===== src/rtl/fifo_ctrl_if.sv =====
// Requester/memory-side bundle for fifo_ctrl.
// The requester drives push/pop. The controller returns the memory enables,
// the addresses, the flags and the status pulses.
interface fifo_ctrl_if #(
    parameter int ADDR_SIZE = 4
);
    logic                 push;
    logic                 pop;
    logic                 mem_wr_en;
    logic                 mem_rd_en;
    logic [ADDR_SIZE:0]   wr_addr;
    logic [ADDR_SIZE:0]   rd_addr;
    logic                 full;
    logic                 empty;
    logic                 almost_full;
    logic                 almost_empty;
    logic [ADDR_SIZE:0]   count;
    logic                 rd_valid;
    logic                 overflow;
    logic                 underflow;

    // Requester side
    modport master (
        output push, pop,
        input  mem_wr_en, mem_rd_en, wr_addr, rd_addr, full, empty,
               almost_full, almost_empty, count, rd_valid, overflow, underflow
    );

    // Controller side
    modport slave (
        input  push, pop,
        output mem_wr_en, mem_rd_en, wr_addr, rd_addr, full, empty,
               almost_full, almost_empty, count, rd_valid, overflow, underflow
    );
endinterface


===== src/rtl/fifo_ctrl.sv =====
// FIFO pointer/flag controller.
// It qualifies push/pop against full/empty and drives the gated memory enables
// and addresses. It also reports occupancy and flags the cycle in which memory
// read data is valid.
// Optional macro FIFO_CTRL_STICKY_ERR_EN: when defined, overflow/underflow
// hold until reset. Otherwise each is a single-cycle pulse.
module fifo_ctrl #(
    parameter int DEPTH     = 16,
    parameter int ADDR_SIZE = 4,
    parameter int AF_LEVEL  = 12,
    parameter int AE_LEVEL  = 4
) (
    input  logic         clk,
    input  logic         rst,
    fifo_ctrl_if.slave   bus
);
    localparam logic [ADDR_SIZE:0] LP_AF = AF_LEVEL[ADDR_SIZE:0];
    localparam logic [ADDR_SIZE:0] LP_AE = AE_LEVEL[ADDR_SIZE:0];

    // The wrap-bit scheme only works for power-of-two depths.
    if (DEPTH != (1 << ADDR_SIZE)) begin : g_depth_check
        $error("fifo_ctrl: DEPTH must equal 2**ADDR_SIZE");
    end

    logic [ADDR_SIZE:0] r_wr_ptr;
    logic [ADDR_SIZE:0] r_rd_ptr;
    logic               r_rd_valid;
    logic               r_overflow;
    logic               r_underflow;

    logic               w_full;
    logic               w_empty;
    logic               w_wr_ok;
    logic               w_rd_ok;
    logic               w_wr_en;
    logic               w_rd_en;
    logic [ADDR_SIZE:0] w_count;

    // Flags come straight from the registered pointers.
    // The wrap bit tells full apart from empty when the low bits match.
    assign w_empty = (r_wr_ptr == r_rd_ptr);
    assign w_full  = (r_wr_ptr[ADDR_SIZE-1:0] == r_rd_ptr[ADDR_SIZE-1:0]) &&
                     (r_wr_ptr[ADDR_SIZE]     != r_rd_ptr[ADDR_SIZE]);

    // A push while full is accepted when a pop frees the slot on the same edge.
    // A pop while empty is never accepted.
    assign w_wr_ok = !w_full | bus.pop;
    assign w_rd_ok = !w_empty;
    assign w_wr_en = bus.push & w_wr_ok;
    assign w_rd_en = bus.pop  & w_rd_ok;

    // Modular pointer difference gives occupancy 0..DEPTH without a separate counter.
    assign w_count = r_wr_ptr - r_rd_ptr;

    assign bus.mem_wr_en    = w_wr_en;
    assign bus.mem_rd_en    = w_rd_en;
    assign bus.wr_addr      = {1'b0, r_wr_ptr[ADDR_SIZE-1:0]};
    assign bus.rd_addr      = {1'b0, r_rd_ptr[ADDR_SIZE-1:0]};
    assign bus.full         = w_full;
    assign bus.empty        = w_empty;
    assign bus.count        = w_count;
    assign bus.almost_full  = (w_count >= LP_AF);
    assign bus.almost_empty = (w_count <= LP_AE);
    assign bus.rd_valid     = r_rd_valid;
    assign bus.overflow     = r_overflow;
    assign bus.underflow    = r_underflow;

    // Advance pointers on accepted requests. Rejected requests leave them untouched.
    always_ff @(posedge clk or posedge rst) begin
        if (rst) begin
            r_wr_ptr <= '0;
            r_rd_ptr <= '0;
        end else begin
            // NOTE: state registers use non-blocking assignments so every flop samples pre-edge values.
            if (w_wr_en) r_wr_ptr <= r_wr_ptr + 1'b1;
            if (w_rd_en) r_rd_ptr <= r_rd_ptr + 1'b1;
        end
    end

    // Mark the cycle in which memory read data is valid. The error flags
    // register rejected requests.
    always_ff @(posedge clk or posedge rst) begin
        if (rst) begin
            r_rd_valid  <= 1'b0;
            r_overflow  <= 1'b0;
            r_underflow <= 1'b0;
        end else begin
            r_rd_valid <= w_rd_en;
`ifdef FIFO_CTRL_STICKY_ERR_EN
            r_overflow  <= r_overflow  | (bus.push & !w_wr_ok);
            r_underflow <= r_underflow | (bus.pop  & !w_rd_ok);
`else
            r_overflow  <= bus.push & !w_wr_ok;
            r_underflow <= bus.pop  & !w_rd_ok;
`endif
        end
    end
endmodule


===== src/flat_wrapper.sv =====
// flat-port wrapper written by rule: the top's interface ports become plain ports
module fifo_ctrl_flat 
#(
    parameter int DEPTH     = 16,
    parameter int ADDR_SIZE = 4,
    parameter int AF_LEVEL  = 12,
    parameter int AE_LEVEL  = 4
)
  (clk, rst, bus_push, bus_pop, bus_mem_wr_en, bus_mem_rd_en, bus_wr_addr, bus_rd_addr, bus_full, bus_empty, bus_almost_full, bus_almost_empty, bus_count, bus_rd_valid, bus_overflow, bus_underflow);
  fifo_ctrl_if #(.ADDR_SIZE(ADDR_SIZE)) bus_i ();
  input  logic clk;
  input  logic rst;
  input wire logic [$bits(bus_i.push)-1:0] bus_push;
  input wire logic [$bits(bus_i.pop)-1:0] bus_pop;
  output wire logic [$bits(bus_i.mem_wr_en)-1:0] bus_mem_wr_en;
  output wire logic [$bits(bus_i.mem_rd_en)-1:0] bus_mem_rd_en;
  output wire logic [$bits(bus_i.wr_addr)-1:0] bus_wr_addr;
  output wire logic [$bits(bus_i.rd_addr)-1:0] bus_rd_addr;
  output wire logic [$bits(bus_i.full)-1:0] bus_full;
  output wire logic [$bits(bus_i.empty)-1:0] bus_empty;
  output wire logic [$bits(bus_i.almost_full)-1:0] bus_almost_full;
  output wire logic [$bits(bus_i.almost_empty)-1:0] bus_almost_empty;
  output wire logic [$bits(bus_i.count)-1:0] bus_count;
  output wire logic [$bits(bus_i.rd_valid)-1:0] bus_rd_valid;
  output wire logic [$bits(bus_i.overflow)-1:0] bus_overflow;
  output wire logic [$bits(bus_i.underflow)-1:0] bus_underflow;
  assign bus_i.push = bus_push;
  assign bus_i.pop = bus_pop;
  assign bus_mem_wr_en = bus_i.mem_wr_en;
  assign bus_mem_rd_en = bus_i.mem_rd_en;
  assign bus_wr_addr = bus_i.wr_addr;
  assign bus_rd_addr = bus_i.rd_addr;
  assign bus_full = bus_i.full;
  assign bus_empty = bus_i.empty;
  assign bus_almost_full = bus_i.almost_full;
  assign bus_almost_empty = bus_i.almost_empty;
  assign bus_count = bus_i.count;
  assign bus_rd_valid = bus_i.rd_valid;
  assign bus_overflow = bus_i.overflow;
  assign bus_underflow = bus_i.underflow;
  fifo_ctrl #(.DEPTH(DEPTH), .ADDR_SIZE(ADDR_SIZE), .AF_LEVEL(AF_LEVEL), .AE_LEVEL(AE_LEVEL)) u_core (.clk(clk), .rst(rst), .bus(bus_i));
endmodule

===== config.mk =====
export PLATFORM = sky130hd
export DESIGN_NAME = fifo_ctrl_flat
export DESIGN_NICKNAME = d
export VERILOG_FILES = /design/src/rtl/fifo_ctrl_if.sv /design/src/rtl/fifo_ctrl.sv /design/src/flat_wrapper.sv
export SDC_FILE = /design/constraint.sdc
export NUM_CORES = 1
export LEC_CHECK = 0
export CAP_MARGIN = 20
export CORE_UTILIZATION = 54
export DETAILED_ROUTE_END_ITERATION = 8
export DONT_BUFFER_PORTS = 1
export PLACE_DENSITY_LB_ADDON = 0.12
export SLEW_MARGIN = 25
export SYNTH_ARGS = -nofsm -noshare
export SYNTH_HDL_FRONTEND = slang
export SYNTH_SLANG_ARGS = --single-unit

===== constraint.sdc =====
create_clock -name clk -period 2.3 [get_ports clk]
set_input_delay 0.46 -clock clk [delete_from_list [all_inputs] [get_ports clk]]
set_output_delay 0.46 -clock clk [all_outputs]
set_load 0.01 [all_outputs]

* After elaboration in Yosys (flattened, before gate mapping)
Index checks and enable logic that the tools add are counted.
** Storage, ports and cells
- Register bits after elaboration :: 13
- Logic and storage cells :: 22
** Operators by class
- $add $sub $neg :: 3
- Magnitude comparators :: 2
- Eq/ne operators :: 3
- Bitwise gates (word level) :: 5
- Reductions and logical operators :: 4
** Operators by type and width (number)
- 5-bit by 1-bit adder with 5-bit output, second input constant :: 2
- 5-bit equality test :: 1
- 5-bit by 4-bit greater-or-equal comparator with 1-bit output, second input constant :: 1
- 5-bit by 3-bit <= comparator with 1-bit output, second input constant :: 1
- 5-bit subtractor :: 1
- 1-bit bitwise AND :: 4
- 4-bit equality test :: 1
- 1-bit logical NOT :: 3
- 1-bit logical AND :: 1
- 1-bit != test :: 1
- 1-bit bitwise OR :: 1

* Depth between registers and ports, before layout
- Word-level depth :: 6
- Depth in mapped cells :: 7

* Worst setup path before layout
Ideal clock, no wire load.
- Path type :: flip-flop to output port
- From :: reg u_core.r_rd_ptr[0]
- To :: out bus_almost_empty
- Arrival time :: 1887 ps
- Required time :: 1840 ps
- Path slack :: -47 ps
- Stages on the path, launching flop included :: 7
- Cells stage by stage :: dfrtp_1 > ha_1 > fa_1 > nand2b_1 > a21oi_1 > xnor2_1 > a2111oi_2
** On the way
- Word-level cells in the longest chain between the ends :: 2
** RTL lines
- start, declared :: RTL line fifo_ctrl.sv:26 : logic [ADDR_SIZE:0] r_rd_ptr;
- start signal, assigned :: RTL line fifo_ctrl.sv:76 : if (w_rd_en) r_rd_ptr <= r_rd_ptr + 1'b1;
- 5-bit subtractor :: RTL line fifo_ctrl.sv:53 : assign w_count = r_wr_ptr - r_rd_ptr;
- via bus_count[4] :: RTL line flat_wrapper.sv:23 : output wire logic [$bits(bus_i.count)-1:0] bus_count;
- 5-bit by 3-bit <= comparator with 1-bit output :: RTL line fifo_ctrl.sv:63 : assign bus.almost_empty = (w_count <= LP_AE);
- end, declared :: RTL line flat_wrapper.sv:22 : output wire logic [$bits(bus_i.almost_empty)-1:0] bus_almost_empty;
The timed path passes the listed nets, and every way through them passes these cells.

* Worst setup path after layout
- From :: reg u_core.r_rd_ptr[0]
- To :: out bus_almost_empty
** On the way
- Word-level cells in the longest chain between the ends :: 2
** RTL lines (RTL line)
- 5-bit subtractor :: fifo_ctrl.sv:53
- 5-bit by 3-bit <= comparator with 1-bit output :: fifo_ctrl.sv:63
No other way between the ends.

==> results.toml <==
[global_route]
via_count_of_the_first_global_routing_pass = 648
grt_antenna_before_repair = 0
global_route.overflow_total = 0
grt_max_degree = 14
grt_first_pass_wirelength_mm = 2.96
grt_use_total_pct = 21.6

[yosys]
synth.ff_latch_count = 13
synth_top_cells_by_area = "sky130_fd_sc_hd__dfrtp_1, sky130_fd_sc_hd__xnor2_1, sky130_fd_sc_hd__buf_4"
dominant_combinational_cell_family_by_area_after_synthesis = "simple AND/OR/NAND/NOR gates"
synth-adder-area-share_pct = 10.4
synth.mux.area_fraction_pct = 2.45
synth.yosys.seq_area_share_pct = 35.4
number_of_distinct_library_cell_variants_in_the_gate_level_netlist_after_synthesis = 30
synth_largest_area_cell = "sky130_fd_sc_hd__dfrtp_1"
synth_compound_gate_area_share_pct = 8.04
mappedNetlistArea_sq_um = 918
synthCells = 96
post-synth-top-area-fraction_pct = 35.4
synth_simple_gate_area_share_pct = 16.6
synth_xor_area_share_pct = 12.4
synth-warning-count = 0
syn_avg_cell_area_sq_um = 9.57

[drt]
ant_nets = 0
routed-via-count = 681
average_vias_per_placed_instance = 5.45
avgRoutedWirePerCell_um = 16.0
drt_iter0_markers = 9
drt_pre_antenna_iters = 3
route.detailed.drc = 0
route.final.wire_length_mm = 2.00

[worst_setup_path]
crit_path_max_incr_delay_ns = 0.52
worstPathArrival_ns = 2.02
worst-path-max-fanout = 2
cp.required_ns = 1.84
critical-path-slowest-cell = "sky130_fd_sc_hd__fa_2"
timing.critical_path.mode_cell = "sky130_fd_sc_hd__o21ai_2"
timing_worst_setup_path_type = "flip-flop to primary output"
crit_chain = "ha_4 > fa_2 > inv_2 > o21ai_2 > o21ai_2 > a2111oi_4"
timing.critical_path.from_type = "flip-flop"
cp-end-kind = "primary output"

[clock_tree]
cts_max_path_buffers = 2
clkSinkCount = 13
deepest_level_of_the_cts_h_tree = 1
numCtsBuffers = 3
tritoncts = "yes"
clk_latency_ns = 0.27
cts-root-buf = "sky130_fd_sc_hd__clkbuf_4"
path_clk_slew_ns = 0.08

[run]
cap_violations = 0

[sta]
achievable-frequency_mhz = 402
layout_setup_ws_ns = -0.185
final_slew_viol_count = 0
clock_period_minus_worst_slack_ns = 2.48
timing.slew.headroom_pct = 63.9
total_count_of_hold_check_failures_in_the_final_report = 0
unrepaired_setup_endpoints_after_global_routing = "yes"
min_period_over_period_pct = 108
timing_worst_slew_pin_value_ns = 0.540
finalHoldWorstSlack_ns = 0.0857
timing.final.setup_violations = 3
fin_skew_ns = 0.000225

[cells_and_area]
n_antenna_cell = 0
fin_cells = 125
layout-drive-gt1-share_pct = 45.0
finalNetCount = 121
fin_util_pct = 78.4
nFillCells = 103
flow.area_growth_from_synthesis_pct = 31.6

[placement]
port_buffers = 0
dp_hpwl_mm = 1.32
place_worst_setup_slack_ns = -0.0245
routabilityCongestion = 0.698
placed_cells_incl_taps = 114

[hold_path]
worst_hold_path_type = "input pin to asynchronous set/reset pin"

[die]
fp.dieArea_sq_um = 1870
die_y_um = 43.2
core_area_sq_um = 1540
rows = 14
die-width_um = 43.2
start_util_pct = 59.6
boundary_pins = 28

[outcome]
failed_checks = "setup timing"
result_of_the_run = "finished, violations left"
## sequential cells by signal, summed over array words and instances (netlist names)
name,count
u_core.bus.overflow,1
u_core.r_rd_ptr,5
u_core.bus.rd_valid,1
u_core.r_wr_ptr,5
u_core.bus.underflow,1
## cell families (layout without fill, tap and decap cells)
kind of cell / after synthesis / in the layout
buffers and inverters: 23 / 35
adders and majority gates: 7 / 7
xor gates and xnor gates: 13 / 13
and+or+nand+nor: 26 / 26
muxes: 2 / 2
AOI/OAI and AO/OA: 11 / 11
other: 1 / 2
DFF: 13 / 13
## synth_stat cells (all sizes together)
library cell  number
dfrtp             13
buf               12
inv               11
xnor2             11
nor2               8
ha                 6
nand3              4
o21ai              4
nand2              3
nor2b              3
a21oi              2
mux2               2
nor3               2
xor2               2
a2111oi            1
a31oi              1
and2               1
and3               1
conb               1
fa                 1
nand2b             1
nand4              1
nor4               1
o21a               1
o21bai             1
o31ai              1
or3                1
## worst max-delay path: cells and delay by family (launching register included)
family / cells / cell delay [ns]
adders and majority gates: 2 / 0.70
AOI/OAI and AO/OA: 3 / 0.60
DFF: 1 / 0.42
buffers and inverters: 1 / 0.04
## layer usage
layer | track usage (%) | share of wire [%] | up-vias
li1 | - | - | 328
met1 | 29.8 | 41 | 331
met2 | 32.8 | 54 | 20
met3 | 5.96 | 4.7 | 2
met4 | 7.27 | 0.70 | 0
met5 | 0 | 0 | -
## worst paths after layout
path / start / endpoint / cells past startpoint / slack [ns]
worst max register to register: u_core.r_rd_ptr[1]$_DFFE_PP0P_ / u_core.r_wr_ptr[1]$_DFFE_PP0P_ / 6 / 0.44
min in group clk: bus_pop / u_core.bus.underflow$_DFF_PP0_ / 1 / 0.31
worst min register to register: u_core.r_rd_ptr[4]$_DFFE_PP0P_ / u_core.r_rd_ptr[4]$_DFFE_PP0P_ / 1 / 0.52
worst max-delay path: u_core.r_rd_ptr[0]$_DFFE_PP0P_ / bus_almost_empty / 6 / -0.18
max in group asynchronous: rst / u_core.r_rd_ptr[3]$_DFFE_PP0P_ / 1 / 1.90
worst min-delay path: rst / u_core.r_wr_ptr[4]$_DFFE_PP0P_ / 1 / 0.09
## metrics by stage
step | setup TNS, ns | instance area (sq um)
finish | -0.349 | 1210
global route | -0.589 | 1210
CTS | -0.369 | 1100
detailed placement | -0.0245 | 993
global placement | 0 | 993
floorplan | -0.0136 | 966
## what timing repair did
action,4_1_cts,5_1_grt
pin swaps,6,4
buffers inserted,4,3
setup endpoints to repair,5,5
resized for setup,10,18
hold buffers,0,0
## cells in the final DEF, fill, tap and decap left out, drive strengths merged
cell type,n
nor4,1
and2,1
nand2,3
and3,1
nor2,8
o21ai,4
mux2,2
a2111oi,1
conb,2
a21oi,2
dfrtp,13
nand2b,1
nor3,2
or3,1
fa,1
xor2,2
a31oi,1
buf,20
nor2b,3
ha,6
o21bai,1
inv,11
clkbuf,4
xnor2,11
o31ai,1
o21a,1
nand3,4
nand4,1
## final cells by class
cell class	instances	area [sq um]	area share (%)
inverters	11	41.3	3.42
clock buffers	4	26.3	2.17
multi-input cells	61	634	52.5
well taps	16	20.0	1.66
repair buffers	20	161	13.4
flip-flops and latches	13	325	26.9
Power is left out: the tool's default activity adds up to more than one toggle a clock period on the data nets, which glitch-free logic cannot reach.
